## src/rtl/set_pkg.sv

```systemverilog
// Shared types for the set-associative cache block: controller states and decoded operations.
package set_pkg;

  typedef enum logic [1:0] {
    IDLE     = 2'd0,
    LOOKUP   = 2'd1,
    RESP     = 2'd2,
    WAIT_LOW = 2'd3
  } state_t;

  typedef enum logic [1:0] {
    CMP_RD = 2'd0,
    CMP_WR = 2'd1,
    ACC_RD = 2'd2,
    ACC_WR = 2'd3
  } op_t;

  function automatic op_t op_decode(input logic comp, input logic write);
    case ({comp, write})
      2'b10:   op_decode = CMP_RD;
      2'b11:   op_decode = CMP_WR;
      2'b01:   op_decode = ACC_WR;
      default: op_decode = ACC_RD;
    endcase
  endfunction

endpackage

```

## src/rtl/way_store.sv

```systemverilog
// Storage for one way: tag, valid, dirty and a line of WORDS data words.
// One write port (install or dirty-marking data write) and one combinational read port.
module way_store #(
  parameter  int WORDS  = 4,
  parameter  int TAG_W  = 5,
  parameter  int DATA_W = 16,
  localparam int WORD_W = (WORDS > 1) ? $clog2(WORDS) : 1
) (
  input  logic              clk,
  input  logic              rst,
  input  logic              i_install,
  input  logic              i_mark_dirty,
  input  logic [WORD_W-1:0] i_word,
  input  logic [TAG_W-1:0]  i_tag,
  input  logic              i_valid,
  input  logic [DATA_W-1:0] i_data,
  output logic [TAG_W-1:0]  o_tag,
  output logic              o_valid,
  output logic              o_dirty,
  output logic [DATA_W-1:0] o_rdata
);

  logic [TAG_W-1:0]  r_tag;
  logic              r_valid;
  logic              r_dirty;
  logic [DATA_W-1:0] r_mem [WORDS];

  // Only status bits are reset; tag and data keep whatever they held.
  always_ff @(posedge clk) begin
    if (rst) begin
      r_valid <= 1'b0;
      r_dirty <= 1'b0;
    end else if (i_install) begin
      r_valid <= i_valid;
      r_dirty <= 1'b0;
    end else if (i_mark_dirty) begin
      r_dirty <= 1'b1;
    end
  end

  always_ff @(posedge clk) begin
    if (i_install) begin
      r_tag <= i_tag;
    end
    if (i_install || i_mark_dirty) begin
      r_mem[i_word] <= i_data;
    end
  end

  assign o_tag   = r_tag;
  assign o_valid = r_valid;
  assign o_dirty = r_dirty;
  assign o_rdata = r_mem[i_word];

endmodule

```

## src/rtl/set_assoc.sv

```systemverilog
// Set-associative line controller: compare (tag lookup) and access (direct way) operations.
// Optional LRU victim tracking is built when SET_LRU_EN is defined.
module set_assoc
  import set_pkg::*;
#(
  parameter  int WAYS   = 2,
  parameter  int WORDS  = 4,
  parameter  int TAG_W  = 5,
  parameter  int DATA_W = 16,
  localparam int WAY_W  = (WAYS > 1) ? $clog2(WAYS) : 1,
  localparam int WORD_W = (WORDS > 1) ? $clog2(WORDS) : 1
) (
  input  logic              clk,
  input  logic              rst,
  input  logic              enable,
  input  logic              comp,
  input  logic              write,
  input  logic [WORD_W-1:0] word,
  input  logic [WAY_W-1:0]  way_sel,
  input  logic [TAG_W-1:0]  tag_in,
  input  logic [DATA_W-1:0] data_in,
  input  logic              valid_in,
  output logic              hit,
  output logic [WAY_W-1:0]  hit_way,
  output logic              valid_out,
  output logic              dirty_out,
  output logic [TAG_W-1:0]  tag_out,
  output logic [DATA_W-1:0] data_out,
  output logic              ack,
  output logic [1:0]        dbg_state
`ifdef SET_LRU_EN
  ,
  output logic [WAY_W-1:0]  victim
`endif
);

  // Handshake: enable is a level request sampled only in IDLE; ack pulses for one
  // cycle in RESP; the block returns to IDLE only after enable has been dropped.

  state_t            r_state;
  op_t               r_op;
  logic [WORD_W-1:0] r_word;
  logic [WAY_W-1:0]  r_way;
  logic [TAG_W-1:0]  r_tag;
  logic [DATA_W-1:0] r_data;
  logic              r_valid_in;

  logic              r_hit;
  logic [WAY_W-1:0]  r_hit_way;
  logic              r_valid_out;
  logic              r_dirty_out;
  logic [TAG_W-1:0]  r_tag_out;
  logic [DATA_W-1:0] r_data_out;
  logic              r_ack;

  logic [TAG_W-1:0]  w_tag   [WAYS];
  logic              w_valid [WAYS];
  logic              w_dirty [WAYS];
  logic [DATA_W-1:0] w_rdata [WAYS];

  logic              w_go;
  logic              w_is_acc;
  logic              w_hit;
  logic [WAY_W-1:0]  w_hit_way;
  logic [WAY_W-1:0]  w_rep_way;

  assign w_go     = (r_state == LOOKUP) && !rst;
  assign w_is_acc = (r_op == ACC_RD) || (r_op == ACC_WR);

  // Descending scan so the lowest-numbered matching way wins.
  always_comb begin
    w_hit     = 1'b0;
    w_hit_way = '0;
    for (int i = WAYS - 1; i >= 0; i--) begin
      if (w_valid[i] && (w_tag[i] == r_tag)) begin
        w_hit     = 1'b1;
        w_hit_way = WAY_W'(i);
      end
    end
  end

  assign w_rep_way = (!w_is_acc && w_hit) ? w_hit_way : r_way;

  for (genvar g = 0; g < WAYS; g++) begin : g_way
    logic w_install;
    logic w_mark_dirty;

    assign w_install    = w_go && (r_op == ACC_WR) && (r_way == WAY_W'(g));
    assign w_mark_dirty = w_go && (r_op == CMP_WR) && w_hit && (w_hit_way == WAY_W'(g));

    way_store #(
      .WORDS  (WORDS),
      .TAG_W  (TAG_W),
      .DATA_W (DATA_W)
    ) u_way (
      .clk          (clk),
      .rst          (rst),
      .i_install    (w_install),
      .i_mark_dirty (w_mark_dirty),
      .i_word       (r_word),
      .i_tag        (r_tag),
      .i_valid      (r_valid_in),
      .i_data       (r_data),
      .o_tag        (w_tag[g]),
      .o_valid      (w_valid[g]),
      .o_dirty      (w_dirty[g]),
      .o_rdata      (w_rdata[g])
    );
  end

  always_ff @(posedge clk) begin
    if (rst) begin
      r_state     <= IDLE;
      r_op        <= CMP_RD;
      r_word      <= '0;
      r_way       <= '0;
      r_tag       <= '0;
      r_data      <= '0;
      r_valid_in  <= 1'b0;
      r_hit       <= 1'b0;
      r_hit_way   <= '0;
      r_valid_out <= 1'b0;
      r_dirty_out <= 1'b0;
      r_tag_out   <= '0;
      r_data_out  <= '0;
      r_ack       <= 1'b0;
    end else begin
      case (r_state)
        IDLE: begin
          if (enable) begin
            r_op       <= op_decode(comp, write);
            r_word     <= word;
            r_way      <= way_sel;
            r_tag      <= tag_in;
            r_data     <= data_in;
            r_valid_in <= valid_in;
            r_state    <= LOOKUP;
          end
        end
        LOOKUP: begin
          r_state   <= RESP;
          r_ack     <= 1'b1;
          r_hit     <= !w_is_acc && w_hit;
          r_hit_way <= (!w_is_acc && w_hit) ? w_hit_way : '0;
          if (r_op == ACC_WR) begin
            r_tag_out   <= r_tag;
            r_valid_out <= r_valid_in;
            r_dirty_out <= 1'b0;
            r_data_out  <= r_data;
          end else begin
            r_tag_out   <= w_tag[w_rep_way];
            r_valid_out <= w_valid[w_rep_way];
            r_dirty_out <= w_dirty[w_rep_way] | ((r_op == CMP_WR) && w_hit);
            // A compare miss leaves the previous read data in place.
            if (w_is_acc || w_hit) begin
              r_data_out <= (r_op == CMP_WR) ? r_data : w_rdata[w_rep_way];
            end
          end
        end
        RESP: begin
          r_ack   <= 1'b0;
          r_state <= WAIT_LOW;
        end
        WAIT_LOW: begin
          if (!enable) begin
            r_state <= IDLE;
          end
        end
        default: r_state <= IDLE;
      endcase
    end
  end

  assign hit       = r_hit;
  assign hit_way   = r_hit_way;
  assign valid_out = r_valid_out;
  assign dirty_out = r_dirty_out;
  assign tag_out   = r_tag_out;
  assign data_out  = r_data_out;
  assign ack       = r_ack;
  assign dbg_state = r_state;

`ifdef SET_LRU_EN
  // Age 0 is most recent; the touched way goes to 0 and younger ways age by one.
  logic [WAY_W-1:0] r_age [WAYS];
  logic [WAY_W-1:0] w_old_age;
  logic             w_any_inv;
  logic [WAY_W-1:0] w_inv_way;
  logic [WAY_W-1:0] w_old_way;
  logic [WAY_W-1:0] w_best_age;

  assign w_old_age = r_age[w_rep_way];

  always_ff @(posedge clk) begin
    if (rst) begin
      for (int i = 0; i < WAYS; i++) begin
        r_age[i] <= WAY_W'(i);
      end
    end else if (w_go && (w_is_acc || w_hit)) begin
      for (int i = 0; i < WAYS; i++) begin
        if (WAY_W'(i) == w_rep_way) begin
          r_age[i] <= '0;
        end else if (r_age[i] < w_old_age) begin
          r_age[i] <= r_age[i] + 1'b1;
        end
      end
    end
  end

  always_comb begin
    w_any_inv  = 1'b0;
    w_inv_way  = '0;
    w_old_way  = '0;
    w_best_age = '0;
    for (int i = WAYS - 1; i >= 0; i--) begin
      if (!w_valid[i]) begin
        w_any_inv = 1'b1;
        w_inv_way = WAY_W'(i);
      end
    end
    for (int i = 0; i < WAYS; i++) begin
      if (r_age[i] > w_best_age) begin
        w_best_age = r_age[i];
        w_old_way  = WAY_W'(i);
      end
    end
  end

  assign victim = w_any_inv ? w_inv_way : w_old_way;
`endif

endmodule

```

## config.mk

```make
export PLATFORM = sky130hd
export DESIGN_NAME = set_assoc
export DESIGN_NICKNAME = d
export VERILOG_FILES = /design/src/rtl/set_pkg.sv /design/src/rtl/way_store.sv /design/src/rtl/set_assoc.sv
export SDC_FILE = /design/constraint.sdc
export NUM_CORES = 1
export LEC_CHECK = 0
export CAP_MARGIN = 20
export CELL_PAD_IN_SITES_DETAIL_PLACEMENT = 1
export CELL_PAD_IN_SITES_GLOBAL_PLACEMENT = 1
export CORE_MARGIN = 2
export CORE_UTILIZATION = 49
export DETAILED_ROUTE_END_ITERATION = 10
export GPL_TIMING_DRIVEN = 0
export PLACE_DENSITY = 0.85
export RECOVER_POWER = 50
export SYNTH_ARGS = -nofsm -noshare
export SYNTH_HDL_FRONTEND = slang
export SYNTH_SLANG_ARGS = --single-unit
```

## constraint.sdc

```tcl
create_clock -name clk -period 4.4 [get_ports clk]
set_input_delay 0.66 -clock clk [delete_from_list [all_inputs] [get_ports clk]]
set_output_delay 0.66 -clock clk [all_outputs]
set_load 0.03 [all_outputs]
```

==> flow_summary.yaml, run 1 <==
clock_tree:
  post_cts_resized: 0
  cts-root-buf: "clkbuf_16"
  cts_max_level: 4
  postCtsSetupRepairBufs: 0
  cts_made_buffers: 17
  clk_pin_slew_ps: 70
  cts_tree: "done"
  cts_hold_buf: 0
  clkLatencyLatePin_ps: 450
  cts_buffer_depth: 2
  cts_sinks: 199
drt:
  wire_per_inst_um: 26.7
  via_per_inst: 6.11
  firstDrtPassIters: 7
  num_vias: 5057
  wirelength_mm: 22.1
  final_antenna_net_count: 0
  route.detailed.drc: 0
  drt_iter0_drc: 424
global_routing:
  grt_max_degree: 19
  grt_pass1_wl_mm: 33.7
  grt_pass1_vias: 5440
  grt.total_usage: 0.282
  grt-ovfl-total: 0
  antenna_found_initial: 0
flow_run:
  maxCapViolCount: 0
placement:
  port_buffers: 57
  hpwl_mm: 14.3
  dp.cells: 795
  finalWeightedCongestion: 0.845
floorplanning:
  core_um2: 15700
  rows: 46
  die_w_um: 130
  die_h_um: 130
  fp.dieArea_um2: 16900
  start_util: 0.496
  io_pins: 58
setup_path:
  cp_max_fo: 9
  crit_arrival_ps: 3940
  crit_chain: "inv_1 -> ha_1 -> nand3_1 -> nor3_1 -> clkbuf_1 -> a21oi_1 -> nor3_2 -> buf_6"
  critPathBufInv: 3
  crit_path_end_kind: "flip-flop"
  slowest_delay_ps: 860
  crit_required_ps: 4550
  path_delay_family: "simple AND/OR/NAND/NOR gates"
  worstSetupStartpointType: "flip-flop"
  crit_type: "flip-flop to flip-flop"
  critPathSlowestCell: "nor3_2"
synth:
  synth_nets: 548
  synth_area_um2: 7760
  yosysSeqAreaShare: 0.691
  synthCells: 513
  synth-seq-cells: 199
  synth_cell_types: 39
  yosys_warnings: 0
  syn_avg_cell_area_um2: 15.1
timing:
  fin_crit_ps: 3790
  finalSetupViolCount: 0
  rsz0062_at_grt: "no"
  hold_violations: 0
  fmax_mhz: 264
  fin_setup_tns_ps: 0
  skew_ps: 9.62
  slew_viol_final: 0
  slew_headroom: 0.292
  max_slew.worst_pin.slew_ps: 1060
  post-route-period-util: 0.861
power_and_ir_drop:
  cellPowerDensity_nw_per_um2: 547
  vdd_ir_drop_max_mv: 0.310
  leakagePower_nw: 3.11
  power_w: 0.00516
layout:
  layout_commonest_cell: "edfxtp_1"
  multi_input_comb_area_um2: 2230
  layout-drive-gt1-share: 0.149
  syn_to_final_growth_pct: 21.6
  seq_area_um2: 5370
  fin_cells: 828
  n_antenna_cell: 0
  fillCellCount: 1475
  layout.nets: 634
  final_cell_mix: "edfxtp_1, dfxtp_1, nand2_1"
min_path:
  hold_path.class: "flip-flop to flip-flop"
status:
  status: "complete, no violations"
[state kept, by name, indices dropped and copies added, names as in the netlist, named ones only]
signal	count
r_tag	5
r_data	16
tag_out	5
g_way.u_way.o_valid	2
r_valid_in	1
dirty_out	1
g_way.u_way.r_mem	128
r_way	1
ack	1
r_op	2
valid_out	1
r_word	2
hit	1
g_way.u_way.o_dirty	2
dbg_state	2
g_way.u_way.o_tag	10
hit_way	1
data_out	16
[area by class of cell]
cell class	count	area share
clock buffers	18	0.0455
well taps	216	0.0286
multi-input cells	277	0.236
clock inverters	14	0.0288
inverters	6	0.00239
plain buffers	31	0.0164
flip-flops and latches	199	0.569
repair buffers	67	0.0732
[cell usage after synthesis, drive strengths merged]
cell	n	share of area
or3	1	0.00081
o31ai	1	0.0016
nand2b	2	0.0016
xnor2	8	0.0090
a2bb2oi	2	0.0045
xor2	2	0.0023
o21ai	1	0.00064
o221ai	16	0.018
mux4	32	0.093
nand3	33	0.021
nor4	1	0.0016
clkbuf	22	0.012
o2bb2ai	1	0.0011
a211oi	3	0.0029
a211o	1	0.0011
o2111ai	2	0.0023
inv	6	0.0029
and3b	1	0.0011
a21oi	33	0.021
and2	1	0.00081
nor2	30	0.015
nand4	2	0.0016
mux2i	25	0.032
a2111oi	6	0.0073
buf	9	0.0090
nand2	59	0.029
o211ai	1	0.00097
nor3	8	0.0058
edfxtp	138	0.53
ha	5	0.0081
dfxtp	61	0.16
[power by group]
group | total, W | switching, W | internal [W]
sequential | 0.00232 | 0.000160 | 0.00216
clock | 0.00185 | 0.000719 | 0.00113
combinational | 0.000984 | 0.000616 | 0.000367
[cells by family after synthesis]
kind of cell,Yosys count,synth area share
DFF,199,0.691
muxes,57,0.125
buffers and inverters,37,0.0239
adders and majority gates,5,0.00806
xor gates and xnor gates,10,0.0113
AOI/OAI and AO/OA,67,0.0617
and+or+nand+nor,138,0.0787
[worst register-to-register path, delay by kind of cell, from the launching register on]
kind	cells	cell delay [ps]
compound gates	1	250
fa+ha+maj	1	310
buf+inv	3	840
flops	1	350
simple gates	3	1750
[path summary, 6_finish.rpt]
check                            start                                    to  slack [ps]  cells after the start
max reg2reg  dbg_state[1]$_SDFFE_PP0P_  g_way[0].u_way.r_mem[0][1]$_DFFE_PP_         610                      8
min            tag_out[0]$_SDFFE_PP0N_               tag_out[0]$_SDFFE_PP0N_         480                      2
max          dbg_state[1]$_SDFFE_PP0P_  g_way[0].u_way.r_mem[0][1]$_DFFE_PP_         610                      8
min reg2reg    tag_out[0]$_SDFFE_PP0N_               tag_out[0]$_SDFFE_PP0N_         480                      2
[through the flow]
| step | cell area (µm²) | utilization | hold WS (ps) | worst slack (ps) |
|---|---|---|---|---|
| 5_1_grt | 9430 | 0.603 | 502 | 519 |
| 4_1_cts | 9440 | 0.603 | 491 | 228 |
| 6_report | 9430 | 0.603 | 484 | 612 |
| 3_5_place_dp | 8740 | 0.559 | 473 | 308 |
| 2_1_floorplan | 7760 | - | 462 | 944 |
| 3_3_place_gp | 8600 | 0.549 | 464 | -742 |
[layer usage]
metal  GRT usage  vias to the layer above  routed length [µm]
li1            -                     2142                   -
met1       0.343                     2627                8520
met2       0.484                      230               11500
met3      0.0607                       58                1290
met4       0.132                        0                 778
met5           0                        -                   0
No activity file was read; power rests on OpenSTA's default activity.
==> run 2: changes to the inputs <==
--- a/config.mk
+++ b/config.mk
@@ -12,8 +12,10 @@
 export CORE_UTILIZATION = 49
 export DETAILED_ROUTE_END_ITERATION = 10
 export GPL_TIMING_DRIVEN = 0
+export MAX_ROUTING_LAYER = met4
 export PLACE_DENSITY = 0.85
 export RECOVER_POWER = 50
+export SETUP_SLACK_MARGIN = 0.2
 export SYNTH_ARGS = -nofsm -noshare
 export SYNTH_HDL_FRONTEND = slang
 export SYNTH_SLANG_ARGS = --single-unit
==> flow_summary.yaml, run 2 (synthesis gave the netlist of run 1 again) <==
floorplanning:
  start_util: 0.496
  fp.dieArea_um2: 16900
  io_pins: 58
  die_h_um: 130
  core_um2: 15700
  rows: 46
  die_w_um: 130
flow_run:
  maxCapViolCount: 0
drt:
  final_antenna_net_count: 0
  wirelength_mm: 22.2
  firstDrtPassIters: 5
  drt_iter0_drc: 385
  via_per_inst: 6.11
  num_vias: 5053
  wire_per_inst_um: 26.9
  route.detailed.drc: 0
clock_tree:
  cts_made_buffers: 17
  cts-root-buf: "clkbuf_16"
  post_cts_resized: 0
  cts_max_level: 4
  postCtsSetupRepairBufs: 0
  clkLatencyLatePin_ps: 450
  cts_tree: "done"
  clk_pin_slew_ps: 70
  cts_hold_buf: 0
  cts_buffer_depth: 2
  cts_sinks: 199
power_and_ir_drop:
  vdd_ir_drop_max_mv: 0.310
  p_clk_frac: 0.359
  switchingPower_w: 0.00149
  cellPowerDensity_nw_per_um2: 547
  seqPwrFrac: 0.451
  switching_share: 0.290
  combPwrFrac: 0.190
  internal-power_w: 0.00366
  power_w: 0.00515
  leakagePower_nw: 3.10
timing:
  finalWorstSetupSlack_ps: 678
  fin_crit_ps: 3720
  slew_headroom: 0.299
  post-route-period-util: 0.846
  slew_viol_final: 0
  hold_violations: 0
  skew_ps: 11.4
  rsz0062_at_grt: "no"
  fmax_mhz: 269
  max_slew.worst_pin.slew_ps: 1050
  finalSetupViolCount: 0
global_routing:
  grt_pass1_wl_mm: 33.8
  grt_pass1_vias: 5424
  grt.total_usage: 0.292
  grt_max_degree: 19
  antenna_found_initial: 0
  grt-ovfl-total: 0
layout:
  fillCellCount: 1473
  top_register: "g_way.u_way.r_mem"
  n_antenna_cell: 0
  layout-drive-gt1-share: 0.149
  largest_reg_flops: 128
  final_cell_mix: "edfxtp_1, dfxtp_1, nand2_1"
  layout_commonest_cell: "edfxtp_1"
  layout.nets: 633
  syn_to_final_growth_pct: 21.3
setup_path:
  critPathMostFrequentCell: "nor3_2"
  cp_max_fo: 9
  crit_required_ps: 4550
  critPathSlowestCell: "nor3_2"
  worstSetupStartpointType: "flip-flop"
  crit_chain: "inv_1 -> ha_1 -> nand3_1 -> nor3_2 -> a21oi_1 -> nor3_2 -> buf_6"
  crit_path_end_kind: "flip-flop"
  path_delay_family: "simple AND/OR/NAND/NOR gates"
  slowest_delay_ps: 870
  crit_arrival_ps: 3870
  critPathBufInv: 2
  crit_type: "flip-flop to flip-flop"
placement:
  hpwl_mm: 14.3
  finalWeightedCongestion: 0.859
  dp_slack_ps: 308
  port_buffers: 57
min_path:
  hold_path.class: "flip-flop to flip-flop"
status:
  status: "complete, no violations"
## run 2: path summary, 6_finish.rpt
check,from,to,slack [ps],depth (start not counted)
worst max-delay path,dbg_state[1]$_SDFFE_PP0P_,g_way[0].u_way.r_mem[0][1]$_DFFE_PP_,680,7
worst min-delay path,tag_out[0]$_SDFFE_PP0N_,tag_out[0]$_SDFFE_PP0N_,490,2
worst max register to register,dbg_state[1]$_SDFFE_PP0P_,g_way[0].u_way.r_mem[0][1]$_DFFE_PP_,680,7
worst min register to register,tag_out[0]$_SDFFE_PP0N_,tag_out[0]$_SDFFE_PP0N_,490,2
## run 2: final cells by class
cell class	instances	area, µm²	share of cell area
buffer	31	155	0.0165
clock buffer	18	429	0.0456
clock inverter	14	272	0.0288
inverter	6	22.5	0.00239
multi-input combinational	277	2220	0.235
sequential	199	5370	0.570
tap	216	270	0.0287
timing repair buffer	66	687	0.0729
## run 2: power by group through the flow
stage | clock [W] | sequential (W) | combinational [W]
5_1_grt | 0.00193 | 0.00234 | 0.00104
3_5_place_dp | 0 | 0.00236 | 0.000976
3_3_place_gp | 0 | 0.00233 | 0.000917
4_1_cts | 0.00186 | 0.00232 | 0.00100
6_report | 0.00185 | 0.00232 | 0.000978
2_1_floorplan | 0 | 0.00240 | 0.000529
## run 2: metal layers
layer,vias up,share of wire,GRT usage,routed length [µm]
met3,56,0.066,0.0660,1460
li1,2143,-,-,-
met5,-,0,-,0
met2,242,0.52,0.485,11600
met4,0,0.031,0.120,688
met1,2612,0.38,0.345,8440
## run 2: worst register-to-register path: cells and delay by family, from the launching register on
family	cells	cell delay, ps
fa+ha+maj	1	320
flops	1	350
buf+inv	2	420
compound gates	1	310
simple gates	3	2040
## run 2: per-stage QoR
stage               hold WS, ps  std cells  utilization  area, µm²  setup TNS, ps
global route                502        827        0.602       9420              0
global placement            464        786        0.549       8600         -21030
detailed placement          473        795        0.559       8740              0
floorplan                   462        513            -       7760              0
CTS                         491        827        0.603       9440              0
finish                      488        827        0.602       9420              0
